==> src/rtl/rv32i_pkg.sv <==
// Shared RV32I definitions for the load/store path.
//   lsu_state_t : LSU control states (IDLE, WAIT, RESP).
//   F3_*        : funct3 access-size codes, shared with the control decoder's
//                 S-type and L-type encodings.
package rv32i_pkg;

  typedef enum logic [1:0] {
    IDLE = 2'd0,
    WAIT = 2'd1,
    RESP = 2'd2
  } lsu_state_t;

  localparam logic [2:0] F3_B  = 3'b000;
  localparam logic [2:0] F3_H  = 3'b001;
  localparam logic [2:0] F3_W  = 3'b010;
  localparam logic [2:0] F3_BU = 3'b100;
  localparam logic [2:0] F3_HU = 3'b101;

endpackage

==> src/rtl/lsu_align.sv <==
// Combinational lane logic for the load/store unit.
// Ports:
//   funct3_i   : access size code (B, H, W, BU, HU)
//   off_i      : byte offset within the word, a[1:0]
//   wdata_i    : store data from rs2
//   rdata_i    : read word from the bus
//   be_o       : byte enables for a store of this size and offset
//   wdata_o    : store data with the low byte or half replicated to every lane
//   rdata_o    : selected byte or half of rdata_i, sign- or zero-extended
//   misalign_o : misaligned offset or size code that is not a load/store size
module lsu_align
  import rv32i_pkg::*;
(
  input  logic [2:0]  funct3_i,
  input  logic [1:0]  off_i,
  input  logic [31:0] wdata_i,
  input  logic [31:0] rdata_i,
  output logic [3:0]  be_o,
  output logic [31:0] wdata_o,
  output logic [31:0] rdata_o,
  output logic        misalign_o
);

  logic [7:0]  rbyte;
  logic [15:0] rhalf;

  // Halfword lane comes from off_i[1] only; an odd offset is flagged anyway.
  assign rbyte = rdata_i[{off_i, 3'b000} +: 8];
  assign rhalf = rdata_i[{off_i[1], 4'b0000} +: 16];

  // NOTE: every output gets a default before the case so no path through
  // this block leaves a signal unassigned, which would infer a latch.
  always_comb begin
    be_o       = 4'b0000;
    wdata_o    = wdata_i;
    rdata_o    = '0;
    misalign_o = 1'b0;
    case (funct3_i)
      F3_B, F3_BU: begin
        be_o    = 4'b0001 << off_i;
        // Replicating the byte puts it in whichever lane be_o selects.
        wdata_o = {4{wdata_i[7:0]}};
        rdata_o = (funct3_i == F3_B) ? {{24{rbyte[7]}}, rbyte} : {24'd0, rbyte};
      end
      F3_H, F3_HU: begin
        be_o       = 4'b0011 << off_i;
        wdata_o    = {2{wdata_i[15:0]}};
        rdata_o    = (funct3_i == F3_H) ? {{16{rhalf[15]}}, rhalf} : {16'd0, rhalf};
        misalign_o = off_i[0];
      end
      F3_W: begin
        be_o       = 4'b1111;
        rdata_o    = rdata_i;
        misalign_o = (off_i != 2'b00);
      end
      default: misalign_o = 1'b1;
    endcase
  end

endmodule

==> src/rtl/rv32i_lsu.sv <==
// Load/store unit between the RV32I datapath and a valid/ack data bus.
// Ports:
//   clk, reset         : clock (rising edge), asynchronous active-low reset
//   req_*              : core request (valid, we, funct3, byte addr, store data)
//   stall              : core must hold PC and request
//   rsp_valid          : one-cycle completion pulse with rsp_rdata and error flags
//   err_align          : misaligned or illegal-size access
//   err_timeout        : slave never acknowledged within TIMEOUT_CYCLES
//   bus_req/we/addr/be/wdata : registered bus request, word-aligned address
//   bus_ack, bus_rdata : slave completion and read word
module rv32i_lsu
  import rv32i_pkg::*;
#(
  parameter int ADDR_W         = 32,
  parameter int TIMEOUT_W      = 8,
  parameter int TIMEOUT_CYCLES = 255
) (
  input  logic              clk,
  input  logic              reset,
  input  logic              req_valid,
  input  logic              req_we,
  input  logic [2:0]        req_funct3,
  input  logic [ADDR_W-1:0] req_addr,
  input  logic [31:0]       req_wdata,
  output logic              stall,
  output logic              rsp_valid,
  output logic [31:0]       rsp_rdata,
  output logic              err_align,
  output logic              err_timeout,
  output logic              bus_req,
  output logic              bus_we,
  output logic [ADDR_W-1:0] bus_addr,
  output logic [3:0]        bus_be,
  output logic [31:0]       bus_wdata,
  input  logic              bus_ack,
  input  logic [31:0]       bus_rdata
);

  // Counter value in the last WAIT cycle before the access is aborted.
  localparam logic [TIMEOUT_W-1:0] TMO_LAST = TIMEOUT_W'(TIMEOUT_CYCLES - 1);

  lsu_state_t            state_q, state_d;
  logic [TIMEOUT_W-1:0]  cnt_q, cnt_d;
  logic [2:0]            f3_q, f3_d;
  logic [1:0]            off_q, off_d;
  logic                  bus_req_q, bus_req_d;
  logic                  bus_we_q, bus_we_d;
  logic [ADDR_W-1:0]     bus_addr_q, bus_addr_d;
  logic [3:0]            bus_be_q, bus_be_d;
  logic [31:0]           bus_wdata_q, bus_wdata_d;
  logic                  rsp_valid_q, rsp_valid_d;
  logic [31:0]           rsp_rdata_q, rsp_rdata_d;
  logic                  err_align_q, err_align_d;
  logic                  err_timeout_q, err_timeout_d;

  // The lane logic looks at the live request in IDLE and at the latched
  // size/offset while waiting for the read word.
  logic [2:0]  al_f3;
  logic [1:0]  al_off;
  logic [3:0]  al_be;
  logic [31:0] al_wdata;
  logic [31:0] al_rdata;
  logic        al_misalign;
  logic        req_bad;

  assign al_f3  = (state_q == IDLE) ? req_funct3    : f3_q;
  assign al_off = (state_q == IDLE) ? req_addr[1:0] : off_q;

  lsu_align u_align (
    .funct3_i   (al_f3),
    .off_i      (al_off),
    .wdata_i    (req_wdata),
    .rdata_i    (bus_rdata),
    .be_o       (al_be),
    .wdata_o    (al_wdata),
    .rdata_o    (al_rdata),
    .misalign_o (al_misalign)
  );

  // Unsigned sizes only exist for loads.
  assign req_bad = al_misalign || (req_we && req_funct3[2]);

  assign stall = ((state_q == IDLE) && req_valid) || (state_q == WAIT);

  always_comb begin
    state_d       = state_q;
    cnt_d         = cnt_q;
    f3_d          = f3_q;
    off_d         = off_q;
    bus_req_d     = bus_req_q;
    bus_we_d      = bus_we_q;
    bus_addr_d    = bus_addr_q;
    bus_be_d      = bus_be_q;
    bus_wdata_d   = bus_wdata_q;
    rsp_valid_d   = 1'b0;
    rsp_rdata_d   = '0;
    err_align_d   = 1'b0;
    err_timeout_d = 1'b0;
    case (state_q)
      IDLE: begin
        if (req_valid) begin
          if (req_bad) begin
            state_d     = RESP;
            rsp_valid_d = 1'b1;
            err_align_d = 1'b1;
          end else begin
            state_d     = WAIT;
            cnt_d       = '0;
            f3_d        = req_funct3;
            off_d       = req_addr[1:0];
            bus_req_d   = 1'b1;
            bus_we_d    = req_we;
            bus_addr_d  = {req_addr[ADDR_W-1:2], 2'b00};
            bus_be_d    = req_we ? al_be : 4'b1111;
            bus_wdata_d = req_we ? al_wdata : 32'd0;
          end
        end
      end
      WAIT: begin
        cnt_d = cnt_q + TIMEOUT_W'(1);
        // Ack is tested first so it wins over a simultaneous timeout.
        if (bus_ack) begin
          state_d     = RESP;
          bus_req_d   = 1'b0;
          rsp_valid_d = 1'b1;
          rsp_rdata_d = bus_we_q ? 32'd0 : al_rdata;
        end else if ((TIMEOUT_CYCLES != 0) && (cnt_q == TMO_LAST)) begin
          state_d       = RESP;
          bus_req_d     = 1'b0;
          rsp_valid_d   = 1'b1;
          err_timeout_d = 1'b1;
        end
      end
      RESP: begin
        state_d = IDLE;
        cnt_d   = '0;
      end
      default: state_d = IDLE;
    endcase
  end

  // NOTE: state registers use non-blocking assignments so every flop samples
  // the values from before the edge, independent of statement order.
  always_ff @(posedge clk or negedge reset) begin
    if (!reset) begin
      state_q       <= IDLE;
      cnt_q         <= '0;
      f3_q          <= '0;
      off_q         <= '0;
      bus_req_q     <= 1'b0;
      bus_we_q      <= 1'b0;
      bus_addr_q    <= '0;
      bus_be_q      <= '0;
      bus_wdata_q   <= '0;
      rsp_valid_q   <= 1'b0;
      rsp_rdata_q   <= '0;
      err_align_q   <= 1'b0;
      err_timeout_q <= 1'b0;
    end else begin
      state_q       <= state_d;
      cnt_q         <= cnt_d;
      f3_q          <= f3_d;
      off_q         <= off_d;
      bus_req_q     <= bus_req_d;
      bus_we_q      <= bus_we_d;
      bus_addr_q    <= bus_addr_d;
      bus_be_q      <= bus_be_d;
      bus_wdata_q   <= bus_wdata_d;
      rsp_valid_q   <= rsp_valid_d;
      rsp_rdata_q   <= rsp_rdata_d;
      err_align_q   <= err_align_d;
      err_timeout_q <= err_timeout_d;
    end
  end

  assign bus_req     = bus_req_q;
  assign bus_we      = bus_we_q;
  assign bus_addr    = bus_addr_q;
  assign bus_be      = bus_be_q;
  assign bus_wdata   = bus_wdata_q;
  assign rsp_valid   = rsp_valid_q;
  assign rsp_rdata   = rsp_rdata_q;
  assign err_align   = err_align_q;
  assign err_timeout = err_timeout_q;

endmodule

==> config.mk <==
export PLATFORM = sky130hd
export DESIGN_NAME = rv32i_lsu
export DESIGN_NICKNAME = d
export VERILOG_FILES = /design/src/rtl/rv32i_pkg.sv /design/src/rtl/lsu_align.sv /design/src/rtl/rv32i_lsu.sv
export SDC_FILE = /design/constraint.sdc
export NUM_CORES = 1
export LEC_CHECK = 0
export BUFFER_PORTS_ARGS = -buffer_cell sky130_fd_sc_hd__buf_4
export CAP_MARGIN = 20
export CELL_PAD_IN_SITES_DETAIL_PLACEMENT = 0
export CELL_PAD_IN_SITES_GLOBAL_PLACEMENT = 2
export CORE_ASPECT_RATIO = 0.7
export CORE_MARGIN = 1
export CORE_UTILIZATION = 31
export DETAILED_ROUTE_END_ITERATION = 6
export PLACE_DENSITY_LB_ADDON = 0.1
export SLEW_MARGIN = 20
export SYNTH_ARGS = -nofsm -noshare
export SYNTH_HDL_FRONTEND = slang
export SYNTH_SLANG_ARGS = --single-unit
==> constraint.sdc <==
create_clock -name clk -period 2.6 [get_ports clk]
set_input_delay 0.26 -clock clk [delete_from_list [all_inputs] [get_ports clk]]
set_output_delay 0.26 -clock clk [all_outputs]
set_load 0.1 [all_outputs]
# After elaboration in Yosys (flattened, before gate mapping)
# Index checks and enable logic that the tools add are counted.
[op_classes]
n_addsub = 1
n_eq_ne = 10
shift = 4
mux = 34
bitwise_logic = 1
n_reduce_logical = 15
[op_table]
columns = ["op", "count"]
rows = [
  ["32-bit 2-to-1 mux", 6],
  ["32-bit one-hot mux with 3 select lines", 1],
  ["32-bit one-hot mux with 2 select lines", 1],
  ["32-bit by 6-bit indexed part select with 16-bit output", 1],
  ["32-bit by 6-bit indexed part select with 8-bit output", 1],
  ["8-bit one-hot mux with 3 select lines", 1],
  ["8-bit 2-to-1 mux", 2],
  ["4-bit one-hot mux with 3 select lines", 1],
  ["1-bit 2-to-1 mux", 11],
  ["2-bit 2-to-1 mux", 5],
  ["8-bit by 1-bit adder with 8-bit output (second input constant)", 1],
  ["8-bit equality test (second input constant)", 1],
  ["3-bit equality test (second input constant)", 2],
  ["3-bit AND reduction", 2],
  ["4-bit 2-to-1 mux", 1],
  ["2-bit inequality test (second input constant)", 2],
  ["1-bit one-hot mux with 2 select lines", 2],
  ["2-bit one-hot mux with 2 select lines", 1],
  ["4-bit AND reduction", 1],
  ["2-bit nonzero test", 2],
  ["2-bit OR reduction", 2],
  ["1-bit by 2-bit << shifter with 4-bit output (first input constant)", 1],
  ["2-bit by 2-bit << shifter with 4-bit output (first input constant)", 1],
  ["3-bit by 1-bit equality test with 1-bit output (second input constant)", 1],
  ["other kinds (13)", 15],
]
[totals]
reg_bits = 118
in_bits = 104
out_inout_bits = 106

# Depth between registers and ports, before layout
[logic_depth]
word_depth = 9
mapped_depth = 8
mapped_depth_nobuf = 7

# Modules after synthesis
# Synthesis repeated with hierarchy kept, for this count alone.
[hier_totals]
cells_unflattened = 547
area_unflattened_um2 = 5994.5
[modules_own_cells]
columns = ["module", "instances", "cells_per_inst", "area_per_inst_um2", "seq_area_each_um2"]
rows = [
  ["rv32i_lsu", 1, 375, 4692.0, 2952.8],
  ["lsu_align", 1, 172, 1302.5, 0.0],
]

# Worst setup path after synthesis
# No wires, ideal clock.
[synth_path]
kind = "flip-flop to output port"
startpoint = "register state_q[0]"
endpoint = "output stall"
arrival_time_ns = 2.369
required_time_ns = 2.340
setup_slack_ns = -0.029
stages_incl_launch_ff = 5
cell_sequence = "dfrtp_1 -> buf_6 -> clkbuf_1 -> inv_1 -> a21oi_1"
[synth_between]
elab_chain_cells = 3
word_cells_on_any_way = 4
[synth_rtl]
columns = ["element", "line_no", "text"]
rows = [
  ["start: declaration", "rv32i_lsu.sv:42", "lsu_state_t state_q, state_d;"],
  ["start signal: assignment", "rv32i_lsu.sv:160", "state_q <= state_d;"],
  ["2-bit zero test", "rv32i_lsu.sv:83", "assign stall = ((state_q == IDLE) && req_valid) || (state_q == WAIT);"],
  ["1-bit logical AND", "rv32i_lsu.sv:83", ""],
  ["1-bit logical OR *", "rv32i_lsu.sv:83", ""],
  ["end: declaration", "rv32i_lsu.sv:25", "output logic stall,"],
]
# Every way passes the cells marked *; elsewhere a longest branch is shown, timed or not.

# Worst setup path in the final report
[layout_path]
startpoint = "register state_q[0]"
endpoint = "register bus_wdata_q[14] (netlist: bus_wdata[14])"
[layout_between]
elab_chain_cells = 8
word_cells_on_any_way = 17
[layout_rtl]
columns = ["element", "line_no", "text"]
rows = [
  ["2-bit zero test *", "rv32i_lsu.sv:66, rv32i_lsu.sv:67, rv32i_lsu.sv:99", ""],
  ["3-bit 2-to-1 mux", "rv32i_lsu.sv:66", "assign al_f3 = (state_q == IDLE) ? req_funct3 : f3_q;"],
  ["3-bit equality test, or another cell as far along", "lsu_align.sv:38", "case (funct3_i)"],
  ["2-bit OR reduction", "lsu_align.sv:38", ""],
  ["1-bit one-hot mux with 3 select lines", "lsu_align.sv:38", ""],
  ["1-bit logical OR", "rv32i_lsu.sv:81", "assign req_bad = al_misalign || (req_we && req_funct3[2]);"],
  ["1-bit inverter (no source line)", "-", ""],
  ["3-bit AND reduction (no source line)", "-", ""],
  ["end signal: assignment", "rv32i_lsu.sv:168", "bus_wdata_q <= bus_wdata_d;"],
  ["end: declaration", "rv32i_lsu.sv:50", "logic [31:0] bus_wdata_q, bus_wdata_d;"],
]
# Marked as above.
# A chain may end at the register's enable or synchronous reset.

==> flow_summary_export.csv <==
group,metric,value,unit
job,drv_cap,0,
grt,grt_max_degree,57,
detailed_routing,postRouteAntennaNets,0,
worst_setup_path,startpoint_type,"flip-flop",
worst_setup_path,rr_worst_depth,6,
clock_network,clk_pin_slew,60,ps
worst_setup_path,cpPeakStageDelay,570,ps
sta,finalSetupViolations,0,
grt,grtUsageTotal,0.180,
yosys,async_flop_share,1.00,
floorplan,die_w,167,µm
worst_setup_path,path_max_fanout,49,
worst_setup_path,slowest_stage,"or3b_2",
yosys,ys.flop_type,"dfrtp_1",
layout,syn_to_final_growth,40.1,%
worst_setup_path,path_cells,"or3b_2 -> nand2_1 -> a22oi_2 -> nand4_4 -> buf_12 -> mux2_2",
grt,grt_pass1_vias,4500,
layout,regArea,0.00295,mm²
placed_design,place_congestion,0.835,
floorplan,die_area,0.0195,mm²
detailed_routing,drt-total-wl,17300,µm
layout,fin_util,0.450,
floorplan,start_util,0.321,
clock_network,cts_max_level,4,
worst_setup_path,path_class,"flip-flop to flip-flop",
worst_setup_path,worstPathArrival,2650,ps
yosys,syn_area_per_cell,12.0,µm²
sta,fin_ws,248,ps
yosys,synth.distinct_cells,64,
clock_network,cts_setup_buffers,0,
floorplan,rows,41,
layout,fin_nets,806,
grt,overflow,0,
grt,grt_most_used_layer,"met1",
placed_design,io_buffers,207,
layout,fill_cells,1735,
yosys,synth_edf_count,0,
detailed_routing,drtIter0Drc,399,
worst_hold_path,holdPathStages,2,
floorplan,chipHeight,117,µm
grt,grtUsageMet3,0.0467,
clock_network,cts.sinks,118,
clock_network,insertion_delay,410,ps
detailed_routing,viasPerCell,4.82,
yosys,yosysSeqAreaShare,0.502,
layout,mostFrequentLayoutCell,"buf_4",
sta,hold_viol_final,0,
layout,drive_gt1_frac,0.475,
yosys,synthCells,489,
clock_network,numCtsBuffers,17,
sta,tightest_slew,571,ps
sta,slew_headroom,0.618,
layout,diodes,0,
worst_setup_path,cp_data_required_time,2900,ps
clock_network,root_buffer,"clkbuf_16",
detailed_routing,first_pass_iters,6,
status,status,"complete, no violations",
grt,antenna_found_initial,0,
yosys,syn_area,0.00588,mm²
grt,grt_pass1_wl,26400,µm
yosys,ys_ff_latch,118,
clock_network,cts_tree,"yes",
grt,met1_usage,0.267,
grt,met2_usage,0.254,
yosys,ys_warn_count,0,
sta,period_minus_slack,2350,ps
sta,fin_worst_skew,9.61,ps
sta,rsz0062_at_grt,"false",
clock_network,clockBufferDepth,2,
layout,multi_input_area,0.00265,mm²
detailed_routing,via_count,4571,
worst_setup_path,crit_buf_inv,1,
worst_setup_path,crit_family,"simple AND/OR/NAND/NOR gates",
detailed_routing,drt-wirelength-per-cell,18.2,µm
floorplan,io_pins,210,
placed_design,post-place-ws,65.4,ps
sta,fmax,425,MHz
worst_hold_path,hold_class,"input pin to flip-flop",
detailed_routing,drc,0,
sta,drv_slew,0,
floorplan,coreArea,0.0183,mm²
sta,fin_crit_sh,0.905,
worst_setup_path,cp-end-kind,"flip-flop",
placed_design,dpl.hpwl,12700,µm
layout,mostFrequentLayoutCells,"buf_4, dfrtp_1, mux2_4",
worst_setup_path,cp.depth,6,
==> path summary, 6_finish.rpt <==
| check | start | endpoint | slack [ps] |
|---|---|---|---|
| setup / recovery | state_q[0]$_DFFE_PN0P_ | bus_wdata[14]$_DFFE_PN0P_ | 250 |
| hold / removal | req_addr[22] | bus_addr[22]$_DFFE_PN0P_ | 70 |
| setup reg to reg | state_q[0]$_DFFE_PN0P_ | bus_wdata[14]$_DFFE_PN0P_ | 250 |
| hold reg to reg | bus_wdata[24]$_DFFE_PN0P_ | bus_wdata[24]$_DFFE_PN0P_ | 510 |
| max in group asynchronous | reset | rsp_rdata[23]$_DFF_PN0_ | 1460 |
| min in group asynchronous | reset | cnt_q[4]$_DFFE_PN0P_ | 350 |
==> synth_stat cells, drive strengths merged (2+ instances only) <==
cell type,instances,area share
dfrtp,118,0.50
mux2,70,0.17
nand2,46,0.029
a21oi,32,0.029
nor2,25,0.016
buf,20,0.036
mux2i,20,0.034
o21ai,18,0.016
inv,14,0.0089
clkbuf,13,0.0083
o22ai,10,0.011
a21boi,9,0.011
a22oi,9,0.012
nand3,9,0.0077
nor2b,8,0.0085
a32o,7,0.012
a222oi,6,0.010
xnor2,5,0.0074
nand4,4,0.0053
nand2b,3,0.0032
nor4,3,0.0057
or3b,3,0.0049
a211o,2,0.0030
a211oi,2,0.0026
a2bb2oi,2,0.0030
and2,2,0.0021
ha,2,0.0043
nor3b,2,0.0026
o211ai,2,0.0026
o21a,2,0.0026
o31ai,2,0.0026
or2,2,0.0021
xor2,2,0.0030
==> flip-flops by register name, summed over array words and instances (netlist names) <==
register     flops
bus_wdata       32
f3_q             3
rsp_valid        1
rsp_rdata       32
bus_addr        30
err_timeout      1
state_q          2
bus_be           4
bus_req          1
err_align        1
off_q            2
cnt_q            8
bus_we           1
==> per-stage QoR <==
step	setup TNS [ps]	instances	area, µm²	hold WS (ps)
6_report	0	949	8240	71.2
5_1_grt	0	949	8240	47.8
4_1_cts	0	949	8220	50.5
3_5_place_dp	0	916	7650	265
3_3_place_gp	-24.2	916	7650	259
2_1_floorplan	0	490	5890	-35.6
==> area by class of cell <==
cell class,count,share of cell area
clock inverter,14,0.0153
multi-input combinational,325,0.322
sequential,118,0.358
clock buffer,18,0.0533
tap,236,0.0358
timing repair buffer,224,0.209
inverter,14,0.00638
==> layer usage <==
| layer | routed length (µm) | share of wire |
|---|---|---|
| met1 | 8740 | 0.51 |
| met3 | 821 | 0.048 |
| met4 | 181 | 0.010 |
| met2 | 7520 | 0.44 |
| met5 | 0 | 0 |
==> kinds of logic (layout without fill, tap and decap cells) <==
logic type / count (synthesis) / count (layout) / share of synthesized area
and+or+nand+nor: 113 / 113 / 0.0968
xor gates and xnor gates: 7 / 7 / 0.0104
other: 1 / 2 / 0.000638
AOI/OAI and AO/OA: 110 / 110 / 0.129
adders and majority gates: 2 / 2 / 0.00425
muxes: 91 / 91 / 0.203
buffers and inverters: 47 / 270 / 0.0534
DFF: 118 / 118 / 0.502
==> what timing repair did <==
item / in CTS / in global routing
hold buffers: 1 / 0
endpoints found under the hold margin: 32 / 0
resized for setup: 0 / 5
endpoints found under the setup margin: 0 / 78
Power is not shown: default switching activity piles up to over one toggle a cycle in this logic, so the estimate is an artifact.
